### src/rtl/ex_hazard_ctrl.sv
// ex_hazard_ctrl
//   Pipeline sequencing controller for the 16-bit five-stage core. It sits
//   beside Execute, owns the architectural compare flags, resolves conditional
//   jumps in EX, and produces every stall/bubble/flush control from one FSM.
//
// Ports
//   clk, rst_n                 clock, asynchronous active-low reset
//   id_valid/opcode/src1/src2  instruction currently in ID
//   ex_valid/opcode/dest       instruction currently in EX
//   ex_zf, ex_gf, ex_lf        compare results for the EX instruction
//   mem_valid, mem_ready       data-memory access in MEM and its completion
//   pc_stall, if_id_stall      hold PC / IF-ID
//   id_ex_bubble               load NOP into ID/EX
//   ex_mem_stall               hold EX/MEM and everything upstream
//   if_id_flush                replace IF/ID with NOP
//   take_branch                select jump target (one-cycle pulse)
//   flag_zf, flag_gf, flag_lf  architectural flags
//   state                      FSM state (RUN=0 LDUSE=1 FLUSH=2 MWAIT=3)
//
// Optional build macro HAZARD_STALL_COUNT_EN adds saturating 16-bit counters
//   stall_cnt (cycles with pc_stall) and flush_cnt (cycles with if_id_flush).
module ex_hazard_ctrl #(
  parameter int FLUSH_CYCLES = 2,
  parameter int OPW          = 4
) (
  input  logic           clk,
  input  logic           rst_n,
  input  logic           id_valid,
  input  logic [OPW-1:0] id_opcode,
  input  logic [4:0]     id_src1,
  input  logic [4:0]     id_src2,
  input  logic           ex_valid,
  input  logic [OPW-1:0] ex_opcode,
  input  logic [4:0]     ex_dest,
  input  logic           ex_zf,
  input  logic           ex_gf,
  input  logic           ex_lf,
  input  logic           mem_valid,
  input  logic           mem_ready,
  output logic           pc_stall,
  output logic           if_id_stall,
  output logic           id_ex_bubble,
  output logic           ex_mem_stall,
  output logic           if_id_flush,
  output logic           take_branch,
  output logic           flag_zf,
  output logic           flag_gf,
  output logic           flag_lf,
  output logic [1:0]     state
`ifdef HAZARD_STALL_COUNT_EN
  ,
  output logic [15:0]    stall_cnt,
  output logic [15:0]    flush_cnt
`endif
);

  localparam logic [OPW-1:0] OP_SUB    = OPW'(1);
  localparam logic [OPW-1:0] OP_ADD    = OPW'(2);
  localparam logic [OPW-1:0] OP_ADDI   = OPW'(3);
  localparam logic [OPW-1:0] OP_SHLLI  = OPW'(4);
  localparam logic [OPW-1:0] OP_SHRLI  = OPW'(5);
  localparam logic [OPW-1:0] OP_JUMP   = OPW'(6);
  localparam logic [OPW-1:0] OP_JUMPL  = OPW'(7);
  localparam logic [OPW-1:0] OP_JUMPG  = OPW'(8);
  localparam logic [OPW-1:0] OP_JUMPE  = OPW'(9);
  localparam logic [OPW-1:0] OP_JUMPNE = OPW'(10);
  localparam logic [OPW-1:0] OP_CMP    = OPW'(11);
  localparam logic [OPW-1:0] OP_LOAD   = OPW'(12);
  localparam logic [OPW-1:0] OP_STORE  = OPW'(14);
  localparam logic [OPW-1:0] OP_MOV    = OPW'(15);

  // The jump cycle itself is the first flush cycle; the counter covers the rest.
  localparam logic [1:0] FLUSH_LOAD = 2'(FLUSH_CYCLES - 1);

  typedef enum logic [1:0] {
    ST_RUN   = 2'd0,
    ST_LDUSE = 2'd1,
    ST_FLUSH = 2'd2,
    ST_MWAIT = 2'd3
  } state_e;

  state_e     state_q, state_d;
  logic [1:0] cnt_q, cnt_d;
  logic       saved_flush_q, saved_flush_d;  // state to resume after MWAIT
  logic [2:0] flags_q, flags_d;              // {zf, gf, lf}

  logic uses_src1, uses_src2, load_use, taken, mem_wait;

  always_comb begin
    uses_src1 = (id_opcode == OP_SUB)   || (id_opcode == OP_ADD)   ||
                (id_opcode == OP_ADDI)  || (id_opcode == OP_SHLLI) ||
                (id_opcode == OP_SHRLI) || (id_opcode == OP_CMP)   ||
                (id_opcode == OP_STORE) || (id_opcode == OP_MOV);
    uses_src2 = (id_opcode == OP_SUB)   || (id_opcode == OP_ADD)   ||
                (id_opcode == OP_CMP)   || (id_opcode == OP_STORE);
    load_use  = ex_valid && (ex_opcode == OP_LOAD) && id_valid &&
                ((uses_src1 && (id_src1 == ex_dest)) ||
                 (uses_src2 && (id_src2 == ex_dest)));
    mem_wait  = mem_valid && !mem_ready;
    taken     = 1'b0;
    if (ex_valid) begin
      case (ex_opcode)
        OP_JUMP:   taken = 1'b1;
        OP_JUMPL:  taken = flags_q[0];
        OP_JUMPG:  taken = flags_q[1];
        OP_JUMPE:  taken = flags_q[2];
        OP_JUMPNE: taken = !flags_q[2];
        default:   taken = 1'b0;
      endcase
    end
  end

  always_comb begin
    logic resolve, in_flush;
    pc_stall      = 1'b0;
    if_id_stall   = 1'b0;
    id_ex_bubble  = 1'b0;
    ex_mem_stall  = 1'b0;
    if_id_flush   = 1'b0;
    take_branch   = 1'b0;
    state_d       = state_q;
    cnt_d         = cnt_q;
    saved_flush_d = saved_flush_q;
    resolve       = 1'b1;
    in_flush      = 1'b0;

    // On the MWAIT release cycle the saved state's rules apply, so a jump
    // held in EX resolves in the same cycle the stall drops.
    case (state_q)
      ST_MWAIT: begin
        if (!mem_ready) begin
          pc_stall     = 1'b1;
          if_id_stall  = 1'b1;
          ex_mem_stall = 1'b1;
          resolve      = 1'b0;
        end else begin
          in_flush = saved_flush_q;
        end
      end
      ST_FLUSH: in_flush = 1'b1;
      default:  in_flush = 1'b0;
    endcase

    if (resolve) begin
      if (mem_wait) begin
        // Flush counter is left untouched so the flush resumes afterwards.
        pc_stall      = 1'b1;
        if_id_stall   = 1'b1;
        ex_mem_stall  = 1'b1;
        saved_flush_d = in_flush;
        state_d       = ST_MWAIT;
      end else if (in_flush) begin
        if_id_flush  = 1'b1;
        id_ex_bubble = 1'b1;
        cnt_d        = cnt_q - 2'd1;
        state_d      = (cnt_q == 2'd1) ? ST_RUN : ST_FLUSH;
      end else if (taken) begin
        take_branch = 1'b1;
        if_id_flush = 1'b1;
        cnt_d       = FLUSH_LOAD;
        state_d     = (FLUSH_CYCLES > 1) ? ST_FLUSH : ST_RUN;
      end else if (load_use) begin
        pc_stall     = 1'b1;
        if_id_stall  = 1'b1;
        id_ex_bubble = 1'b1;
        state_d      = ST_LDUSE;
      end else begin
        state_d = ST_RUN;
      end
    end

    // No control pulse may leak out while reset is held.
    if (!rst_n) begin
      pc_stall     = 1'b0;
      if_id_stall  = 1'b0;
      id_ex_bubble = 1'b0;
      ex_mem_stall = 1'b0;
      if_id_flush  = 1'b0;
      take_branch  = 1'b0;
    end
  end

  always_comb begin
    flags_d = flags_q;
    if (ex_valid && (ex_opcode == OP_CMP) && !ex_mem_stall)
      flags_d = {ex_zf, ex_gf, ex_lf};
  end

  always_ff @(posedge clk or negedge rst_n) begin
    if (!rst_n) begin
      state_q       <= ST_RUN;
      cnt_q         <= 2'd0;
      saved_flush_q <= 1'b0;
      flags_q       <= 3'b000;
    end else begin
      state_q       <= state_d;
      cnt_q         <= cnt_d;
      saved_flush_q <= saved_flush_d;
      flags_q       <= flags_d;
    end
  end

  assign flag_zf = flags_q[2];
  assign flag_gf = flags_q[1];
  assign flag_lf = flags_q[0];
  assign state   = state_q;

`ifdef HAZARD_STALL_COUNT_EN
  logic [15:0] stall_cnt_q, stall_cnt_d, flush_cnt_q, flush_cnt_d;

  always_comb begin
    stall_cnt_d = stall_cnt_q;
    flush_cnt_d = flush_cnt_q;
    if (pc_stall && (stall_cnt_q != 16'hFFFF))    stall_cnt_d = stall_cnt_q + 16'd1;
    if (if_id_flush && (flush_cnt_q != 16'hFFFF)) flush_cnt_d = flush_cnt_q + 16'd1;
  end

  always_ff @(posedge clk or negedge rst_n) begin
    if (!rst_n) begin
      stall_cnt_q <= 16'd0;
      flush_cnt_q <= 16'd0;
    end else begin
      stall_cnt_q <= stall_cnt_d;
      flush_cnt_q <= flush_cnt_d;
    end
  end

  assign stall_cnt = stall_cnt_q;
  assign flush_cnt = flush_cnt_q;
`endif

endmodule
### config.mk
export PLATFORM = sky130hd
export DESIGN_NAME = ex_hazard_ctrl
export DESIGN_NICKNAME = d
export VERILOG_FILES = /design/src/rtl/ex_hazard_ctrl.sv
export SDC_FILE = /design/constraint.sdc
export NUM_CORES = 1
export LEC_CHECK = 0
export BUFFER_PORTS_ARGS = -buffer_cell sky130_fd_sc_hd__buf_4
export CAP_MARGIN = 20
export CORE_MARGIN = 2
export CORE_UTILIZATION = 43
export CTS_BUF_LIST = sky130_fd_sc_hd__clkbuf_8
export CTS_CLUSTER_DIAMETER = 120
export CTS_CLUSTER_SIZE = 24
export DETAILED_ROUTE_END_ITERATION = 10
export PLACE_DENSITY = 0.86
export SLEW_MARGIN = 20
export SYNTH_ARGS = -nofsm -noshare
export SYNTH_HDL_FRONTEND = slang
export SYNTH_SLANG_ARGS = --single-unit
### constraint.sdc
create_clock -name clk -period 1.8 [get_ports clk]
set_input_delay 0.36 -clock clk [delete_from_list [all_inputs] [get_ports clk]]
set_output_delay 0.36 -clock clk [all_outputs]
set_load 0.05 [all_outputs]
==> impl_metrics.env, run 1 <==
export IMPL_timing_critical_path_cells="mux2_4 > nor3_4 > a31oi_2 > buf_4 > nor3b_4 > buf_6"
export IMPL_wire_length_of_the_first_global_routing_pass_um=3160
export IMPL_antenna_found_initial=0
export IMPL_p_sw_frac=0.4017
export IMPL_fillerInstances=81
export IMPL_power_density_nw_per_um2=864.8
export IMPL_worst_hold_path_type="in -> reg"
export IMPL_post_drt_via_cell_ratio=5.653
export IMPL_antenna_left=0
export IMPL_irDropWorstVdd_v=0.0007084
export IMPL_slowest_stage="sky130_fd_sc_hd__dfrtp_2"
export IMPL_synth_area_per_cell_um2=8.860
export IMPL_regArea_um2=205.2
export IMPL_synth_largest_area_cell="sky130_fd_sc_hd__dfrtp_1"
export IMPL_clock_root_buffer="sky130_fd_sc_hd__clkbuf_8"
export IMPL_timing_critical_path_fanout_max=2
export IMPL_max_freq_mhz=498.4
export IMPL_drv_slew=0
export IMPL_beginning_of_the_worst_register_to_register_path="state[1]$_DFFE_PN0N_"
export IMPL_post_route_drc_count=0
export IMPL_setup_worst_path_class="reg -> out"
export IMPL_chipHeight_um=43.05
export IMPL_detailedRoute_firstPassIterationCount=4
export IMPL_synth_seq_cells=8
export IMPL_nNetsFinal=163
export IMPL_cts_htree_levels=1
export IMPL_io_buffers=42
export IMPL_final_setup_worst_slack_ps=-206.4
export IMPL_tritoncts_num_sinks=8
export IMPL_syn_inst=74
export IMPL_vias=814
export IMPL_finalNonFillerCells=144
export IMPL_yosysUniqueCellTypes=30
export IMPL_combPwrFrac=0.546
export IMPL_synth_seq_area_share=0.3053
export IMPL_groute_usage_overall=0.2233
export IMPL_clock_skew_ps=5.397
export IMPL_mostFrequentLayoutCells="38 x sky130_fd_sc_hd__buf_4, 11 x sky130_fd_sc_hd__buf_6, 7 x sky130_fd_sc_hd__nand2_1"
export IMPL_tightestPinTransition_ps=367.9
export IMPL_yosys_area_top_type_share=0.3053
export IMPL_setup_repair_after_global_routing_missed_its_margin="true"
export IMPL_max_clock_path_buffers=2
export IMPL_synthesis_nets=107
export IMPL_worst_setup_hold_path_clk_slew_ps=40
export IMPL_finalSetupTns_ps=-731.4
export IMPL_dieWidth_um=43.05
export IMPL_sequentialPowerShare=0.264
export IMPL_setup_worst_path_end_class="primary output"
export IMPL_cts_buffers=3
export IMPL_worst_hold_startpoint="ex_zf"
export IMPL_total_switching_power_mw=0.4468
export IMPL_power_internal_mw=0.6655
export IMPL_core_area_um2=1471
export IMPL_setup_viol_count_final=5
export IMPL_worstSetupStartpointType="flop"
export IMPL_vias_in_the_first_global_route=784
export IMPL_largest_cells_by_area_after_synthesis="sky130_fd_sc_hd__dfrtp_1 31%, sky130_fd_sc_hd__xnor2_1 11%, sky130_fd_sc_hd__mux2_2 10%"
export IMPL_dpl_cell_count=138
export IMPL_tritoncts_clock_tree="done"
export IMPL_rows=14
export IMPL_syn_cell_area_um2=655.6
export IMPL_fin_crit_sh=1.115
export IMPL_pwr_share_clk=0.189
export IMPL_ys_warn_count=0
export IMPL_fraction_of_final_layout_cells_with_drive_strength_greater_than_1=0.6719
export IMPL_timing_final_crit_period_ps=2006
export IMPL_worst_skew_pair_later_pin_latency_ps=230
export IMPL_finalWeightedCongestion=0.7805
export IMPL_floorplan_die_area_um2=1853
export IMPL_areaGrowthSynthToFinish_pct=96.18
export IMPL_drt_total_wl_um=2318
export IMPL_maximum_number_of_pins_on_one_net_before_global_route_repair=9
export IMPL_multi_input_area_um2=566.8
export IMPL_grt_overflow=0
export IMPL_floorplan_io_pins=43
export IMPL_initial_core_util=0.4456
export IMPL_setup_worst_path_start="flags_q[2]$_DFFE_PN0P_"
export IMPL_critPathMaxStageDelay_ps=400
export IMPL_layout_commonest_cell="sky130_fd_sc_hd__buf_4"
export IMPL_antenna_cells_inserted=0
export IMPL_wire_per_inst_um=16.10
export IMPL_detailedRoute_firstIterationViolations=10
export IMPL_critPathArrivalTime_ps=1650
export IMPL_max_slew_margin=0.7528
export IMPL_p_leak_nw=0.5681
export IMPL_max_cap_viol_count=0
export IMPL_required_ps=1440
export IMPL_violations_in_the_final_reports="setup timing"
export IMPL_finalHoldViolations=0
export IMPL_post_dp_hpwl_um=1510
export IMPL_status="complete, but fails checks"
[final cells by class]
type	instances	area share
Multi-Input combinational cell	64	0.4407
Clock buffer	3	0.03210
Sequential cell	8	0.1595
Timing Repair Buffer	52	0.3492
Inverter	1	0.002918
Tap cell	16	0.01556
[power by group through the flow]
stage          Clock (mW)  Combinational [mW]  Sequential [mW]
3_5_place_dp            0               0.557            0.295
5_1_grt             0.228               0.650            0.302
4_1_cts             0.215               0.587            0.293
3_3_place_gp            0               0.542            0.291
2_1_floorplan           0               0.262            0.387
6_report            0.211               0.608            0.294
[synth_stat cells, drive strengths merged]
cell / instances
inv: 1
xnor2: 8
o21ai: 5
xor2: 2
nor4: 1
nand2: 8
or2: 1
o21bai: 1
dfrtp: 8
nand4: 3
and2: 2
nor3: 4
buf: 1
nand3b: 1
a31oi: 1
nor2b: 3
nand3: 4
ha: 1
nand2b: 3
nor3b: 2
a2111oi: 1
o22a: 1
a21oi: 2
mux2: 6
o22ai: 1
nor2: 3
[final timing paths]
kind | end | slack (ps) | cells past startpoint
max in group asynchronous | state[0]$_DFFE_PN0N_ | 900 | 2
worst min-delay path | flags_q[2]$_DFFE_PN0P_ | 370 | 2
worst max-delay path | take_branch | -210 | 6
worst max register to register | flags_q[0]$_DFFE_PN0P_ | 250 | 5
worst min register to register | saved_flush_q$_DFFE_PN0P_ | 490 | 1
min in group asynchronous | cnt_q[1]$_DFFE_PN0P_ | 620 | 2
[logic make-up (layout without fill, tap and decap cells)]
group,Yosys count,in the layout,share of synthesized area
and+or+nand+nor,35,35,0.3035
adders and majority gates,1,1,0.01908
muxes,6,6,0.1030
xor gates and xnor gates,10,10,0.1336
buffers and inverters,2,56,0.01717
DFF,8,8,0.3053
AOI/OAI and AO/OA,12,12,0.1183
[flip-flops by register name, indices dropped and copies added, names as in the netlist]
register / cells
saved_flush_q: 1
state: 2
flags_q: 3
cnt_q: 2
[through the flow]
step / utilization / worst slack (ps) / area, um^2 / power (mW) / hold WS, ps
after floorplan: - / -135.5 / 738.2 / 0.6491 / 64.41
after global placement: 0.7577 / -134.9 / 1115 / 0.8327 / 198.1
after detailed placement: 0.7577 / -185.8 / 1115 / 0.8523 / 202.7
after CTS: 0.8333 / -201.2 / 1226 / 1.095 / 365.2
after global routing: 0.8742 / -244.1 / 1286 / 1.180 / 367.8
final: 0.8742 / -206.4 / 1286 / 1.112 / 366.0
[worst max-delay path: cells and delay by family, from the launching register on]
family	cells	cell delay, ps
AOI/OAI and AO/OA	1	70
buffers and inverters	2	350
DFF	1	400
muxes	1	310
and+or+nand+nor	2	300
[layer usage]
layer | GRT usage | wire (um)
met1 | 0.2413 | 827
met2 | 0.4364 | 1304
met3 | 0.03404 | 153
met4 | 0.06667 | 34
met5 | 0 | 0
[repair_timing]
| item | 4_1_cts | 5_1_grt |
|---|---|---|
| endpoints found under the setup margin | 5 | 5 |
| pin swaps | 4 | 8 |
| hold buffers | 1 | 0 |
| hold endpoints to repair | 8 | 0 |
| buffers inserted | 1 | 1 |
| resized for setup | 13 | 12 |
Power figures use the tool's default switching activity.
==> run 2: changes to the inputs <==
MAX_ROUTING_LAYER = met4   (was not set)
PLACE_DENSITY = 0.83   (was 0.86)
==> impl_metrics.env, run 2 (synthesis gave the netlist of run 1 again) <==
export IMPL_status="complete, but fails checks"
export IMPL_violations_in_the_final_reports="setup timing"
export IMPL_areaGrowthSynthToFinish_pct=100.0
export IMPL_max_freq_mhz=499.9
export IMPL_vias=782
export IMPL_beginning_of_the_worst_register_to_register_path="state[1]$_DFFE_PN0N_"
export IMPL_setup_worst_path_end_class="primary output"
export IMPL_clock_skew_ps=0.2449
export IMPL_drv_slew=0
export IMPL_post_route_util=0.8912
export IMPL_drt_total_wl_um=2136
export IMPL_regMostFlops="flags_q"
export IMPL_grt_overflow=0
export IMPL_finalHoldViolations=0
export IMPL_final_setup_worst_slack_ps=-200.5
export IMPL_detailedRoute_firstIterationViolations=9
export IMPL_required_ps=1440
export IMPL_antenna_cells_inserted=0
export IMPL_groute_usage_overall=0.2400
export IMPL_worst_setup_hold_path_clk_slew_ps=40
export IMPL_fillerInstances=74
export IMPL_max_slew_margin=0.7302
export IMPL_timing_critical_path_fanout_max=3
export IMPL_setup_worst_path_class="reg -> out"
export IMPL_irDropWorstVdd_v=0.0008304
export IMPL_r2r_setup_slack_ps=260
export IMPL_finalNonFillerCells=144
export IMPL_tritoncts_clock_tree="done"
export IMPL_mostFrequentLayoutCells="41 x sky130_fd_sc_hd__buf_4, 8 x sky130_fd_sc_hd__nand2_1, 6 x sky130_fd_sc_hd__buf_6"
export IMPL_worst_hold_path_endpoint="flags_q[0]$_DFFE_PN0P_"
export IMPL_worst_hold_startpoint="ex_lf"
export IMPL_post_drt_via_cell_ratio=5.431
export IMPL_fin_crit_sh=1.111
export IMPL_whs_path_depth=2
export IMPL_io_buffers=42
export IMPL_report_power_total_mw=1.137
export IMPL_setup_worst_path_start="flags_q[2]$_DFFE_PN0P_"
export IMPL_worst_skew_pair_later_pin_latency_ps=230
export IMPL_setup_viol_count_final=5
export IMPL_power_density_nw_per_um2=867.0
export IMPL_tritoncts_num_sinks=8
export IMPL_p_leak_nw=0.5713
export IMPL_core_area_um2=1471
export IMPL_cts_buffers=3
export IMPL_chipHeight_um=43.05
export IMPL_worstRegToRegCells=5
export IMPL_multi_input_area_um2=595.6
export IMPL_rows=14
export IMPL_post_dp_hpwl_um=1459
export IMPL_floorplan_io_pins=43
export IMPL_clock_root_buffer="sky130_fd_sc_hd__clkbuf_8"
export IMPL_max_clock_path_buffers=2
export IMPL_wire_length_of_the_first_global_routing_pass_um=3229
export IMPL_timing_final_crit_period_ps=2000
export IMPL_cts_htree_levels=1
export IMPL_initial_core_util=0.4456
export IMPL_number_of_flip_flops_under_the_largest_register_name=3
export IMPL_max_cap_viol_count=0
export IMPL_worstSetupStartpointType="flop"
export IMPL_regArea_um2=205.2
export IMPL_finalWeightedCongestion=0.8079
export IMPL_maximum_number_of_pins_on_one_net_before_global_route_repair=9
export IMPL_antenna_left=0
export IMPL_antenna_found_initial=0
export IMPL_post_route_drc_count=0
export IMPL_dieWidth_um=43.05
export IMPL_fin_hold_ws_ps=365.8
export IMPL_nNetsFinal=163
export IMPL_wire_per_inst_um=14.83
export IMPL_tightestPinTransition_ps=400.5
export IMPL_vias_in_the_first_global_route=755
export IMPL_fraction_of_final_layout_cells_with_drive_strength_greater_than_1=0.6641
export IMPL_floorplan_die_area_um2=1853
export IMPL_worst_hold_path_type="in -> reg"
export IMPL_layout_commonest_cell="sky130_fd_sc_hd__buf_4"
export IMPL_dpl_cell_count=138
export IMPL_setup_repair_after_global_routing_missed_its_margin="true"
export IMPL_detailedRoute_firstPassIterationCount=4
export IMPL_r2r_end="flags_q[1]$_DFFE_PN0P_"
export IMPL_critPathArrivalTime_ps=1640
[run 2: metal layers]
| metal | GRT usage | up-vias | share of wire |
|---|---|---|---|
| met2 | 0.4152 | 34 | 0.54 |
| li1 | - | 373 | - |
| met5 | - | - | 0 |
| met1 | 0.2674 | 371 | 0.38 |
| met3 | 0.05532 | 4 | 0.063 |
| met4 | 0.09091 | 0 | 0.018 |
[run 2: how the worst max path moves through the flow]
| stage | endpoint | cells after the start |
|---|---|---|
| floorplan | pc_stall | 5 |
| global placement | if_id_stall | 7 |
| detailed placement | if_id_stall | 7 |
| CTS | take_branch | 6 |
| global route | take_branch | 6 |
| finish | if_id_flush | 6 |
[run 2: area by class of cell]
cell class	count	area share
Clock buffer	3	0.03149
Inverter	1	0.002863
Tap cell	16	0.01527
Multi-Input combinational cell	64	0.4542
Sequential cell	8	0.1565
Timing Repair Buffer	52	0.3397
[run 2: what timing repair did]
item                                    in CTS  in global routing
hold buffers                                 1                  0
buffers inserted                             1                  1
pin swaps                                    5                  2
resized for setup                           13                 12
endpoints found under the setup margin       5                  5
hold endpoints to repair                     8                  0
[run 2: power by group]
group	switching, mW	total [mW]	internal (mW)
Sequential	0.0511	0.296	0.245
Clock	0.0644	0.209	0.144
Combinational	0.339	0.632	0.293
[run 2: worst max-delay path, cell delays in order, from the launching register on]
cell and delay [ps]:
sky130_fd_sc_hd__dfrtp_2 400, sky130_fd_sc_hd__mux2_4 320, sky130_fd_sc_hd__nor3_4 110, sky130_fd_sc_hd__a31oi_2 70, sky130_fd_sc_hd__o21ai_2 200, sky130_fd_sc_hd__and2_4 180, sky130_fd_sc_hd__buf_8 140
[run 2: stage by stage]
stage / setup slack, ps / area [um^2] / TNS [ps]
2_1_floorplan: -135.5 / 738.2 / -284.9
3_3_place_gp: -160.9 / 1115 / -640.0
3_5_place_dp: -209.1 / 1115 / -760.0
4_1_cts: -203.0 / 1227 / -670.6
5_1_grt: -253.0 / 1311 / -1188
6_report: -200.5 / 1311 / -791.1
==> run 3: changes to the inputs <==
BUFFER_PORTS_ARGS = -buffer_cell sky130_fd_sc_hd__buf_2   (was -buffer_cell sky130_fd_sc_hd__buf_4)
CAP_MARGIN = not set   (was 20)
==> impl_metrics.env, run 3 (synthesis gave the netlist of run 1 again) <==
export IMPL_status="complete, but fails checks"
export IMPL_violations_in_the_final_reports="setup timing"
export IMPL_number_of_flip_flops_under_the_largest_register_name=3
export IMPL_antenna_found_initial=0
export IMPL_drt_total_wl_um=1838
export IMPL_worst_path_stages=6
export IMPL_timing_critical_path_cells="mux2_4 > nor3_4 > a31oi_2 > buf_4 > nor3b_4 > buf_6"
export IMPL_setup_worst_path_start="flags_q[2]$_DFFE_PN0P_"
export IMPL_max_cap_viol_count=0
export IMPL_dieWidth_um=43.05
export IMPL_p_leak_nw=0.5332
export IMPL_setup_repair_after_global_routing_missed_its_margin="true"
export IMPL_setup_worst_path_class="reg -> out"
export IMPL_nNetsFinal=164
export IMPL_floorplan_io_pins=43
export IMPL_irDropWorstVdd_v=0.0006775
export IMPL_endpoint="take_branch"
export IMPL_post_place_ws_ps=-273.4
export IMPL_fin_crit_sh=1.101
export IMPL_regMostFlops="flags_q"
export IMPL_mostFrequentLayoutCells="35 x sky130_fd_sc_hd__buf_2, 11 x sky130_fd_sc_hd__buf_4, 7 x sky130_fd_sc_hd__nand2_1"
export IMPL_power_density_nw_per_um2=890.2
export IMPL_worst_setup_hold_path_clk_slew_ps=40
export IMPL_finalHoldViolations=0
export IMPL_cts_hold_buffers=0
export IMPL_antenna_cells_inserted=0
export IMPL_maximum_number_of_pins_on_one_net_before_global_route_repair=10
export IMPL_beginning_of_the_worst_register_to_register_path="state[1]$_DFFE_PN0N_"
export IMPL_detailedRoute_firstIterationViolations=6
export IMPL_cts_htree_levels=1
export IMPL_core_area_um2=1471
export IMPL_fraction_of_final_layout_cells_with_drive_strength_greater_than_1=0.6744
export IMPL_required_ps=1440
export IMPL_antenna_left=0
export IMPL_areaGrowthSynthToFinish_pct=82.25
export IMPL_io_buffers=42
export IMPL_critPathArrivalTime_ps=1620
export IMPL_floorplan_die_area_um2=1853
export IMPL_clock_root_buffer="sky130_fd_sc_hd__clkbuf_8"
export IMPL_drv_slew=0
export IMPL_post_drt_via_cell_ratio=5.152
export IMPL_layout_commonest_cell="sky130_fd_sc_hd__buf_2"
export IMPL_setup_viol_count_final=5
export IMPL_groute_usage_overall=0.2101
export IMPL_dpl_cell_count=141
export IMPL_vias=747
export IMPL_finalNonFillerCells=145
export IMPL_post_route_drc_count=0
export IMPL_worst_skew_pair_later_pin_latency_ps=220
export IMPL_final_setup_worst_slack_ps=-182.6
export IMPL_wire_length_of_the_first_global_routing_pass_um=2932
export IMPL_critPathBufInv=2
export IMPL_timing_critical_path_fanout_max=2
export IMPL_grt_overflow=0
export IMPL_global_route_usage_met2=0.3970
export IMPL_clock_skew_ps=0.9590
export IMPL_tritoncts_clock_tree="done"
export IMPL_globalRoute_busiestLayer="met2"
export IMPL_fin_hold_ws_ps=132.6
export IMPL_timing_final_crit_period_ps=1983
export IMPL_vias_in_the_first_global_route=750
export IMPL_r2r_end="flags_q[2]$_DFFE_PN0P_"
export IMPL_max_slew_margin=0.7852
export IMPL_setup_worst_path_end_class="primary output"
export IMPL_worstSetupStartpointType="flop"
export IMPL_critical_path_top_delay_family="flip-flops"
export IMPL_worst_hold_path_type="in -> async"
export IMPL_grt_util_met3=0.02979
export IMPL_rows=14
export IMPL_cts_buffers=3
export IMPL_tightestPinTransition_ps=319.7
export IMPL_post_dp_hpwl_um=1395
export IMPL_max_freq_mhz=504.4
export IMPL_chipHeight_um=43.05
export IMPL_tritoncts_num_sinks=8
export IMPL_slowest_stage="sky130_fd_sc_hd__dfrtp_2"
export IMPL_initial_core_util=0.4456
export IMPL_critPathMaxStageDelay_ps=400
export IMPL_detailedRoute_firstPassIterationCount=4
export IMPL_finalWeightedCongestion=0.8258
export IMPL_worstRegToRegCells=5
export IMPL_global_route_usage_met1=0.2353
export IMPL_max_clock_path_buffers=2
export IMPL_wire_per_inst_um=12.68
export IMPL_r2r_setup_slack_ps=240
## run 3: layout make-up
cell class / count / area (um^2)
Multi-Input combinational cell: 64 / 580.6
Timing Repair Buffer: 53 / 344.1
Fill cell: 104 / 276.5
Sequential cell: 8 / 205.2
Clock buffer: 3 / 41.29
Tap cell: 16 / 20.02
Inverter: 1 / 3.754
## run 3: worst register-to-register path, cell delays in order (launching register included)
cell	delay [ps]
sky130_fd_sc_hd__dfrtp_2	430
sky130_fd_sc_hd__a21oi_2	150
sky130_fd_sc_hd__nor2_1	80
sky130_fd_sc_hd__and2_4	180
sky130_fd_sc_hd__nor3_4	240
sky130_fd_sc_hd__mux2_2	360
## run 3: timing repair
action	CTS	global route
hold endpoints to repair	0	0
buffers inserted	1	0
pin swaps	4	0
gates resized for setup	20	5
setup endpoints to repair	5	5
## run 3: worst min-delay path by stage
stage / start / endpoint / slack (ps) / cells past startpoint
final: rst_n / saved_flush_q$_DFFE_PN0P_ / 130 / 2
after global routing: rst_n / saved_flush_q$_DFFE_PN0P_ / 160 / 2
after CTS: rst_n / flags_q[1]$_DFFE_PN0P_ / 110 / 2
after detailed placement: rst_n / saved_flush_q$_DFFE_PN0P_ / 350 / 2
after global placement: rst_n / saved_flush_q$_DFFE_PN0P_ / 350 / 2
after floorplan: rst_n / cnt_q[0]$_DFFE_PN0P_ / 60 / 0
## run 3: stage by stage
| step | utilization | TNS (ps) | total power [mW] | instance area, um^2 |
|---|---|---|---|---|
| floorplan | - | -284.9 | 0.6491 | 738.2 |
| global placement | 0.7015 | -863.5 | 0.7999 | 1032 |
| detailed placement | 0.7015 | -1049 | 0.8144 | 1032 |
| CTS | 0.7874 | -554.5 | 1.062 | 1159 |
| global route | 0.8121 | -926.1 | 1.139 | 1195 |
| finish | 0.8121 | -596.2 | 1.064 | 1195 |
## run 3: per-layer routing
metal	vias up	routed length, um
li1	376	-
met2	27	1034
met4	0	0
met1	344	679
met3	0	123
met5	-	0
## run 3: where the power goes
group | leakage [nW] | internal, mW | switching (mW)
combinational | 0.420 | 0.245 | 0.324
clock | 0.0216 | 0.144 | 0.0605
sequential | 0.0919 | 0.245 | 0.0455
total | 0.533 | 0.634 | 0.430
